File: src/rtl/posit_mac_seq.sv
// Sequencer for a posit MAC: fetches K weight/data pairs per dot product,
// waits for the MAC result, and streams nout results out with backpressure.
module posit_mac_seq #(
    parameter int WIDTH = 8,
    parameter int K     = 9,
    parameter int AW    = 10,
    parameter int NW    = 8,
    parameter int TMO   = 64
) (
    input  logic             clk_i,
    input  logic             rstn,
    input  logic             cmd_vld_i,
    output logic             cmd_rdy_o,
    input  logic [AW-1:0]    cmd_waddr_i,
    input  logic [AW-1:0]    cmd_daddr_i,
    input  logic [NW-1:0]    cmd_nout_i,
    output logic             mem_re_o,
    output logic [AW-1:0]    w_addr_o,
    output logic [AW-1:0]    d_addr_o,
    input  logic [WIDTH-1:0] w_rdata_i,
    input  logic [WIDTH-1:0] d_rdata_i,
    output logic             mac_vld_o,
    output logic [WIDTH-1:0] mac_win_o,
    output logic [WIDTH-1:0] mac_din_o,
    input  logic [WIDTH-1:0] mac_acc_i,
    input  logic             mac_vld_i,
    output logic             res_vld_o,
    output logic [WIDTH-1:0] res_data_o,
    input  logic             res_rdy_i,
    output logic             busy_o,
    output logic             done_o,
    output logic             err_o
);

    localparam int IW = (K > 1) ? $clog2(K) : 1;
    localparam int TW = (TMO > 1) ? $clog2(TMO) : 1;

    typedef enum logic [1:0] {S_IDLE, S_FETCH, S_DRAIN, S_OUT} state_t;

    state_t        r_state;
    state_t        w_next;
    logic [AW-1:0] r_wbase;
    logic [AW-1:0] r_daddr;
    logic [NW-1:0] r_nout;
    logic [NW-1:0] r_j;
    logic [IW-1:0] r_i;
    logic [TW-1:0] r_cnt;
    logic          r_mac_vld;
    logic [WIDTH-1:0] r_res_data;
    logic          r_err;
    logic          r_done;

    logic w_accept;
    logic w_fetch_last;
    logic w_tmo;
    logic w_last_job;

    assign cmd_rdy_o    = (r_state == S_IDLE);
    assign busy_o       = (r_state != S_IDLE);
    assign mem_re_o     = (r_state == S_FETCH);
    assign res_vld_o    = (r_state == S_OUT);
    assign w_accept     = cmd_vld_i && cmd_rdy_o;
    assign w_fetch_last = (r_i == IW'(K - 1));
    assign w_tmo        = (r_cnt == TW'(TMO - 1));
    assign w_last_job   = (r_j == r_nout - NW'(1));

    // Weight base advances by K per dot product, so no multiplier is needed.
    assign w_addr_o   = mem_re_o ? r_wbase + AW'(r_i) : '0;
    assign d_addr_o   = mem_re_o ? r_daddr + AW'(r_i) : '0;
    assign mac_vld_o  = r_mac_vld;
    assign mac_win_o  = w_rdata_i;
    assign mac_din_o  = d_rdata_i;
    assign res_data_o = r_res_data;
    assign done_o     = r_done;
    assign err_o      = r_err;

    always_ff @(posedge clk_i or negedge rstn) begin
        if (!rstn) begin
            r_state <= S_IDLE;
        end else begin
            r_state <= w_next;
        end
    end

    always_comb begin
        w_next = r_state;
        case (r_state)
            S_IDLE: begin
                if (w_accept) begin
                    w_next = (cmd_nout_i == '0) ? S_IDLE : S_FETCH;
                end
            end
            S_FETCH: begin
                if (w_fetch_last) begin
                    w_next = S_DRAIN;
                end
            end
            S_DRAIN: begin
                if (mac_vld_i) begin
                    w_next = S_OUT;
                end else if (w_tmo) begin
                    w_next = S_IDLE;
                end
            end
            S_OUT: begin
                if (res_rdy_i) begin
                    w_next = w_last_job ? S_IDLE : S_FETCH;
                end
            end
            default: w_next = S_IDLE;
        endcase
    end

    always_ff @(posedge clk_i or negedge rstn) begin
        if (!rstn) begin
            r_wbase    <= '0;
            r_daddr    <= '0;
            r_nout     <= '0;
            r_j        <= '0;
            r_i        <= '0;
            r_cnt      <= '0;
            r_mac_vld  <= 1'b0;
            r_res_data <= '0;
            r_err      <= 1'b0;
            r_done     <= 1'b0;
        end else begin
            r_done    <= 1'b0;
            r_mac_vld <= mem_re_o;
            case (r_state)
                S_IDLE: begin
                    if (w_accept) begin
                        r_wbase <= cmd_waddr_i;
                        r_daddr <= cmd_daddr_i;
                        r_nout  <= cmd_nout_i;
                        r_j     <= '0;
                        r_i     <= '0;
                        r_err   <= 1'b0;
                        r_done  <= (cmd_nout_i == '0);
                    end
                end
                S_FETCH: begin
                    if (w_fetch_last) begin
                        r_i   <= '0;
                        r_cnt <= '0;
                    end else begin
                        r_i <= r_i + IW'(1);
                    end
                end
                S_DRAIN: begin
                    // A result arriving on the timeout cycle still wins.
                    if (mac_vld_i) begin
                        r_res_data <= mac_acc_i;
                    end else if (w_tmo) begin
                        r_err  <= 1'b1;
                        r_done <= 1'b1;
                    end else begin
                        r_cnt <= r_cnt + TW'(1);
                    end
                end
                S_OUT: begin
                    if (res_rdy_i) begin
                        if (w_last_job) begin
                            r_done <= 1'b1;
                        end else begin
                            r_j     <= r_j + NW'(1);
                            r_wbase <= r_wbase + AW'(K);
                        end
                    end
                end
                default: ;
            endcase
        end
    end

endmodule

File: config.mk
export PLATFORM = sky130hd
export DESIGN_NAME = posit_mac_seq
export DESIGN_NICKNAME = d
export VERILOG_FILES = /design/src/rtl/posit_mac_seq.sv
export SDC_FILE = /design/constraint.sdc
export NUM_CORES = 1
export LEC_CHECK = 0
export BUFFER_PORTS_ARGS = -buffer_cell sky130_fd_sc_hd__buf_4
export CORE_ASPECT_RATIO = 1.1
export CORE_MARGIN = 1.5
export CORE_UTILIZATION = 35
export CTS_BUF_LIST = sky130_fd_sc_hd__clkbuf_8 sky130_fd_sc_hd__clkbuf_16
export DETAILED_ROUTE_END_ITERATION = 8
export GPL_TIMING_DRIVEN = 1
export PLACE_DENSITY_LB_ADDON = 0.05
export RECOVER_POWER = 25
export SYNTH_ARGS = -nofsm -noshare
export SYNTH_HDL_FRONTEND = slang
export SYNTH_SLANG_ARGS = --single-unit
File: constraint.sdc
create_clock -name clk_i -period 2.7 [get_ports clk_i]
set_input_delay 0.54 -clock clk_i [delete_from_list [all_inputs] [get_ports clk_i]]
set_output_delay 0.54 -clock clk_i [all_outputs]
set_load 0.02 [all_outputs]
==> results of run 1 <==
==> power by group through the flow <==
stage	clock, mW	combinational, mW	sequential [mW]
floorplan	0	1.90	1.55
global placement	0	2.90	1.54
detailed placement	0	2.93	1.55
CTS	0.961	3.04	1.54
global route	0.996	3.46	1.61
finish	0.929	3.14	1.55
==> state kept, by name (all words and copies together) (netlist names) <==
name and flops:
r_cnt 6, r_nout 8, r_i 4, r_daddr 10
mac_vld_o 1, res_data_o 8, done_o 1, err_o 1
r_state 2, r_wbase 10, r_j 8
==> cell usage in the layout, fill, tap and decap left out, drive strengths merged, types with 8 or more instances in the layout <==
cell	count
buf	95
nand2	92
dfrtp	59
nor2	26
o21ai	23
xnor2	15
ha	14
clkbuf	12
a21oi	12
inv	11
xor2	10
nand4	10
nor3	8
nand3	8
mux2	8
nor2b	8
==> cell type report <==
type                       count  share of cell area (%)
multi-input combinational    312                    43.8
sequential                    59                    31.4
timing repair buffer          96                    15.5
tap                          140                    3.72
clock buffer                  11                    3.22
clock inverter                 5                    1.62
inverter                      10                   0.797
==> tightest hold or removal path, cell delays in order <==
cell and delay, ns:
buf_4 0.08, nand2_1 0.04, nand2_1 0.04
==> metal layers <==
metal  vias to the layer above  part of all wire [%]  wire length (µm)  track usage [%]
li1                       1572                     -                 -                -
met1                      1499                    47              4270             22.1
met2                        61                    48              4430             28.6
met3                         8                   4.0               364             4.73
met4                         0                   1.1               104             5.03
met5                         -                     0                 0                0
==> worst paths after layout <==
path	slack, ns	start	end
max	-0.008	r_i[1]	w_addr_o[9]
min	0.39	cmd_daddr_i[9]	r_daddr[9]
max reg2reg	0.29	r_nout[0]	r_wbase[0]
min reg2reg	0.49	r_daddr[3]	r_daddr[3]
max in group asynchronous	1.22	rstn	r_wbase[3]
min in group asynchronous	0.58	rstn	r_daddr[9]
==> timing repair <==
item | 4_1_cts | 5_1_grt
endpoints found under the setup margin | 12 | 12
hold endpoints to repair | 0 | 0
hold buffers | 0 | 0
pin swaps | 7 | 9
resized for setup | 11 | 16
buffers inserted | 3 | 3
==> logic make-up after synthesis <==
family          after synthesis  synth area share (%)
xor+xnor                     25                  5.98
compound gates               73                  13.8
fa+ha+maj                    16                  5.88
mux                          14                  4.10
buf+inv                      40                  6.18
flops                        59                  40.3
simple gates                184                  23.7
==> reports/summary.txt, run 1 <==
pwr/cell area: 1190 nW/µm²
Net Sw Power: 2.42 mW
CP delay by family, top: simple AND/OR/NAND/NOR gates
worst hold slack: 0.392 ns
maximum vdd drop: 555 µV
cell mode on critical path: a21oi_2
clk_lat worst skew: 0.34 ns
DRC viols: 0
Levels on crit path: 8
ys flop type: dfrtp_1
worst stage delay on the critical path: 0.40 ns
WP data required: 2.16 ns
Area Overhead vs Synth: 28.5%
Sink Count: 59
post-layout min period: 2.71 ns
Multi-input gate area: 2060 µm²
port buffer count: 75
setup_tns: -0.00937 ns
via/cell ratio: 4.96
final instance area: 4710 µm²
core area: 10000 µm²
initial antenna violation count: 0
Hold/Removal Path Class: in -> reg
Pre-Repair DR Iteration Count: 4
Layout Cells excl Fill: 633
clk slew on worst S/H paths: 0.07 ns
die width: 101 µm
number of synthesized flops with an enable pin: 0
Placer Congestion: 0.751
CTS Buf Count: 9
Worst R2R Path Depth: 9
routed via count: 3140
Pleak: 2.23 nW
mean area per synthesized cell: 8.91 µm²
Flop pwr share: 27.6%
CP Cell Sequence: ha_1 -> a21o_1 -> a21oi_2 -> nor2b_2 -> o21ai_4 -> or3_1 -> a21oi_2 -> buf_6
Initial Util: 36.5%
RSZ-0062 raised after global routing: yes
YS warnings: 0
DIE AREA: 11100 µm²
Die Y: 110 µm
Design Power: 5.62 mW
clock skew: 0.00737 ns
post-synthesis async set-or-reset flop share: 100%
fmax: 0.369 GHz
CTS root buf: clkbuf_8
max-cap viol count: 1
CTS Buffer Depth: 2
Placed Area: 4320 µm²
fin crit share: 100%
Crit Path Max Fanout: 5
hold path cells: 3
CP max stage cell: dfrtp_1
syn_nets: 484
Synth cell types: 47
vias in the first global route: 3066
CP endpoint kind: output pin
number of diodes: 0
total wire length: 9170 µm
fin util: 46.9%
FF+latch count, synth: 59
remaining global-route overflow: 0
top-area cell type share of the netlist area: 40.3%
clock share of power: 16.5%
setup slack after layout: -0.00759 ns
Nets: 561
Place WS: 0.106 ns
P_int: 3.20 mW
1st-iter DRT viols: 96
GRT Util Overall: 17.2%
failing checks: capacitance limit, slew limit, setup timing
Buf+Inv Stages, Crit Path: 1
largest net degree at the start of global routing: 60
Post-Syn Instances: 411
Placed Cells: 611
most frequent cells after synthesis: 91 x nand2_1, 59 x dfrtp_1, 26 x nor2_1
crit start category: register
combinational power share: 55.9%
switching part of the total power: 43.1%
row cnt: 38
layout cells sized above 1: 29.4%
area leader, netlist: dfrtp_1
Detailed Place HPWL: 6640 µm
io pins: 108
H-tree levels: 3
Least-Margin Pin Slew: 1.53 ns
Synth Cell Area: 3660 µm²
WS Path Type: reg -> out
critical path data arrival time: 2.17 ns
top-count cell post-synth: nand2_1
number of nets with antenna violations after routing: 0
Sequential cell area: 1480 µm²
Fin. Hold Viols: 0
synth top area cells: dfrtp_1 40%, nand2_1 9.3%, ha_1 4.8%, xnor2_1 3.6%, buf_4 3.3%
Setup Viol. Count Final: 2
drt wl/cell: 14.5 µm
Final Max Slew Viols: 60
CTS tree: done
# fillers: 1024
global-route wire length before repair: 14800 µm
normalized max-slew margin: -1.92%
status: finished, violations left
sequential share of the synthesized area: 40.3%
Power figures use the tool's default switching activity.
==> run 2, diff against run 1 <==
--- a/config.mk
+++ b/config.mk
@@ -10,10 +10,12 @@
 export CORE_MARGIN = 1.5
 export CORE_UTILIZATION = 35
 export CTS_BUF_LIST = sky130_fd_sc_hd__clkbuf_8 sky130_fd_sc_hd__clkbuf_16
+export CTS_CLUSTER_DIAMETER = 100
 export DETAILED_ROUTE_END_ITERATION = 8
 export GPL_TIMING_DRIVEN = 1
 export PLACE_DENSITY_LB_ADDON = 0.05
 export RECOVER_POWER = 25
+export SETUP_SLACK_MARGIN = 0.4
 export SYNTH_ARGS = -nofsm -noshare
 export SYNTH_HDL_FRONTEND = slang
 export SYNTH_SLANG_ARGS = --single-unit
==> reports/summary.txt, run 2 (synthesis gave the netlist of run 1 again) <==
status: finished, violations left
failing checks: capacitance limit, slew limit
maximum vdd drop: 458 µV
Post-CTS Hold Buffers: 0
Setup Viol. Count Final: 0
Placer Congestion: 0.759
CTS Buf Count: 9
Design Power: 5.72 mW
CTS Buffer Depth: 2
Pleak: 2.24 nW
max-cap viol count: 1
Final Max Slew Viols: 60
1st-iter DRT viols: 154
clk_lat worst skew: 0.33 ns
Sink Count: 59
remaining global-route overflow: 0
largest net degree at the start of global routing: 60
initial antenna violation count: 0
DIE AREA: 11100 µm²
fin util: 47.8%
fmax: 0.372 GHz
fin crit share: 99.6%
clock share of power: 15.0%
routed via count: 3185
Pre-Repair DR Iteration Count: 4
normalized max-slew margin: -1.61%
DRC viols: 0
layout cells sized above 1: 33.5%
Crit Path Max Fanout: 5
RSZ-0062 raised after global routing: yes
port buffer count: 75
final instance area: 4790 µm²
vias in the first global route: 3040
total wire length: 9280 µm
clk slew on worst S/H paths: 0.07 ns
Hold/Removal Path Class: in -> reg
Detailed Place HPWL: 6630 µm
io pins: 108
switching part of the total power: 43.2%
critical path data arrival time: 2.15 ns
CP endpoint kind: output pin
global-route wire length before repair: 14600 µm
post-layout min period: 2.69 ns
drt wl/cell: 14.6 µm
clock skew: 0.0125 ns
number of diodes: 0
Flop pwr share: 28.8%
Initial Util: 36.5%
Net Sw Power: 2.47 mW
number of nets with antenna violations after routing: 0
setup_tns: 0 ns
H-tree levels: 3
CTS tree: done
most frequent cells in the layout: 91 x nand2_1, 89 x buf_4, 52 x dfrtp_1
row cnt: 38
pwr/cell area: 1190 nW/µm²
CTS root buf: clkbuf_8
Nets: 564
Fin. Hold Viols: 0
Least-Margin Pin Slew: 1.52 ns
core area: 10000 µm²
Area Overhead vs Synth: 30.9%
GRT Util Overall: 17.2%
combinational power share: 56.2%
Die Y: 110 µm
WP data required: 2.16 ns
via/cell ratio: 5.01
commonest non-fill, non-tap cell in the layout: nand2_1
WS Path Type: reg -> out
# fillers: 1024
P_int: 3.25 mW
die width: 101 µm
crit start category: register
biggest registers after layout: r_daddr x10, r_wbase x10
Layout Cells excl Fill: 636
Placed Cells: 602
Placed Area: 4310 µm²
-- run 2: layout make-up --
type	instances	area, µm²	share of cell area (%)
repair inverters	1	5.00	0.104
clock buffers	9	124	2.58
multi-input cells	312	2110	44.0
flip-flops and latches	59	1490	31.0
inverters	10	41.3	0.861
clock inverters	7	83.8	1.75
repair buffers	98	772	16.1
well taps	140	175	3.65
-- run 2: worst max-delay path, cell delays in order, from the launching register on --
cell and delay [ns]:
dfrtp_2 0.42, ha_1 0.21, fa_1 0.41, a21o_1 0.20
a21oi_4 0.17, o21ai_1 0.11, a21oi_2 0.15, buf_4 0.15
-- run 2: metrics by stage --
stage               hold WS [ns]  worst slack [ns]
floorplan                  0.244             0.390
global placement           0.478             0.279
detailed placement         0.476             0.217
CTS                        0.308           -0.0279
global route               0.398           -0.0953
finish                     0.400           0.00983
-- run 2: worst paths after layout --
| check | from | end | cells past startpoint | slack [ns] |
|---|---|---|---|---|
| worst max-delay path | r_i[0] | w_addr_o[6] | 7 | 0.01 |
| worst min-delay path | cmd_daddr_i[4] | r_daddr[4] | 3 | 0.40 |
| worst max register to register | r_nout[1] | r_wbase[4] | 9 | 0.56 |
| worst min register to register | r_daddr[3] | r_daddr[3] | 2 | 0.49 |
| max in group asynchronous | rstn | r_i[1] | 1 | 1.10 |
| min in group asynchronous | rstn | r_daddr[8] | 1 | 0.56 |
-- run 2: power by group through the flow --
stage | sequential, mW | combinational, mW | clock [mW]
global route | 1.71 | 3.55 | 0.945
floorplan | 1.55 | 1.98 | 0
detailed placement | 1.67 | 2.81 | 0
CTS | 1.63 | 3.03 | 0.891
finish | 1.65 | 3.22 | 0.861
global placement | 1.65 | 2.79 | 0
-- run 2: what timing repair did --
item | 4_1_cts | 5_1_grt
gates resized for setup | 17 | 16
endpoints found under the setup margin | 36 | 38
pin swaps | 13 | 18
setup buffers | 9 | 8
cloned | 0 | 1
-- run 2: metal layers --
metal,global-route usage [%],part of all wire [%]
met5,0,0
met3,4.16,4.9
met2,30.1,49
met4,4.83,1.3
met1,21.1,44
==> run 3, diff against run 2 <==
--- a/config.mk
+++ b/config.mk
@@ -5,13 +5,13 @@
 export SDC_FILE = /design/constraint.sdc
 export NUM_CORES = 1
 export LEC_CHECK = 0
-export BUFFER_PORTS_ARGS = -buffer_cell sky130_fd_sc_hd__buf_4
 export CORE_ASPECT_RATIO = 1.1
 export CORE_MARGIN = 1.5
 export CORE_UTILIZATION = 35
 export CTS_BUF_LIST = sky130_fd_sc_hd__clkbuf_8 sky130_fd_sc_hd__clkbuf_16
 export CTS_CLUSTER_DIAMETER = 100
 export DETAILED_ROUTE_END_ITERATION = 8
+export DONT_BUFFER_PORTS = 1
 export GPL_TIMING_DRIVEN = 1
 export PLACE_DENSITY_LB_ADDON = 0.05
 export RECOVER_POWER = 25
==> reports/summary.txt, run 3 (synthesis gave the netlist of run 1 again) <==
via/cell ratio: 5.15
# fillers: 979
clk slew on worst S/H paths: 0.08 ns
drt wl/cell: 16.7 µm
row cnt: 38
die width: 101 µm
layout cells sized above 1: 26.0%
WS Path Type: reg -> out
Area Overhead vs Synth: 20.3%
switching part of the total power: 45.8%
worst stage delay on the critical path: 0.50 ns
critical path data arrival time: 2.16 ns
CTS Buf Count: 9
fmax: 0.370 GHz
H-tree levels: 3
Placed Area: 3770 µm²
Placer Congestion: 0.758
DIE AREA: 11100 µm²
setup slack after layout: -0.00247 ns
CP endpoint kind: output pin
Flop pwr share: 31.0%
CP max stage cell: dfrtp_2
normalized max-slew margin: -3.73%
RSZ-0062 raised after global routing: yes
WP data required: 2.16 ns
1st-iter DRT viols: 93
Crit Path Max Fanout: 5
total wire length: 9420 µm
fin util: 43.9%
CP Cell Sequence: buf_6 -> fa_2 -> a21o_1 -> a21oi_2 -> nor2b_4 -> nand2_2 -> xor2_1 -> nor2_2
status: finished, violations left
Setup Viol. Count Final: 1
setup_tns: -0.00247 ns
CTS tree: done
biggest registers after layout: r_daddr x10, r_wbase x10
number of diodes: 0
largest net degree at the start of global routing: 60
number of nets with antenna violations after routing: 0
core area: 10000 µm²
remaining global-route overflow: 0
Die Y: 110 µm
commonest non-fill, non-tap cell in the layout: nand2_1
Net Sw Power: 2.57 mW
Pre-Repair DR Iteration Count: 4
failing checks: capacitance limit, slew limit, setup timing
maximum vdd drop: 513 µV
Place WS: 0.256 ns
port buffer count: 0
Sink Count: 59
DRC viols: 0
final instance area: 4400 µm²
combinational power share: 50.8%
routed via count: 2897
Fin. Hold Viols: 0
Layout Cells excl Fill: 563
Detailed Place HPWL: 6430 µm
clk_lat worst skew: 0.34 ns
GRT Util Overall: 17.4%
Pleak: 1.90 nW
worst hold slack: 0.296 ns
most frequent cells in the layout: 90 x nand2_1, 54 x dfrtp_1, 21 x buf_4
Initial Util: 36.5%
Least-Margin Pin Slew: 1.56 ns
fin crit share: 100%
Hold/Removal Path Class: in -> reg
CTS Buffer Depth: 2
Placed Cells: 531
CTS root buf: clkbuf_8
clock share of power: 18.2%
max-cap viol count: 1
setup slack, reg-to-reg: 0.56 ns
Design Power: 5.61 mW
Final Max Slew Viols: 60
pwr/cell area: 1270 nW/µm²
clock skew: 0.00818 ns
vias in the first global route: 2924
crit start category: register
post-layout min period: 2.70 ns
P_int: 3.04 mW
global-route wire length before repair: 14600 µm
io pins: 108
initial antenna violation count: 0
Nets: 491
## run 3: cell types whose count changed in the layout (fill, tap and decap cells not counted), moves of 3 or more
cell and delta:
clkinv_2 -3, a21oi_4 +5, nor2_2 +5, buf_6 -5, nor2_1 -7, a21oi_2 -4, buf_4 -68
## run 3: critical path: cells and delay by family, from the launching register on
family | cells | cell delay [ns]
simple gates | 3 | 0.37
buf+inv | 1 | 0.15
flops | 1 | 0.50
compound gates | 2 | 0.40
fa+ha+maj | 1 | 0.33
xor+xnor | 1 | 0.07
## run 3: per-layer routing
metal  wire length, µm  track usage (%)
met1              4370             22.1
met2              4500             28.7
met3               478             4.35
met4                72             6.54
met5                 0                0
## run 3: final cells by class
| class | count | area, µm² | area share [%] |
|---|---|---|---|
| clock buffer | 10 | 138 | 3.13 |
| clock inverter | 6 | 111 | 2.53 |
| inverter | 10 | 41.3 | 0.938 |
| multi-input combinational | 314 | 2270 | 51.6 |
| sequential | 59 | 1480 | 33.7 |
| tap | 140 | 175 | 3.98 |
| timing repair buffer | 24 | 185 | 4.20 |
## run 3: final timing paths
check | start | end | cells after the start
worst max-delay path | r_i[1] | d_addr_o[6] | 8
worst min-delay path | cmd_daddr_i[1] | r_daddr[1] | 2
worst max register to register | r_nout[1] | done_o | 9
worst min register to register | r_daddr[3] | r_daddr[3] | 2
max in group asynchronous | rstn | r_i[1] | 1
min in group asynchronous | rstn | r_daddr[8] | 1
## run 3: power groups by stage
stage | Clock, mW | Combinational (mW) | Sequential (mW)
after CTS | 1.06 | 2.62 | 1.69
after global placement | 0 | 2.30 | 1.72
after floorplan | 0 | 1.98 | 1.55
after detailed placement | 0 | 2.31 | 1.72
final | 1.02 | 2.85 | 1.74
after global routing | 1.10 | 3.16 | 1.80
## run 3: timing repair
action | CTS | global route
buffers inserted | 7 | 6
endpoints found under the setup margin | 29 | 37
pin swaps | 18 | 32
hold buffers | 1 | 0
resized for setup | 26 | 29
gates cloned | 1 | 1
endpoints found under the hold margin | 59 | 0
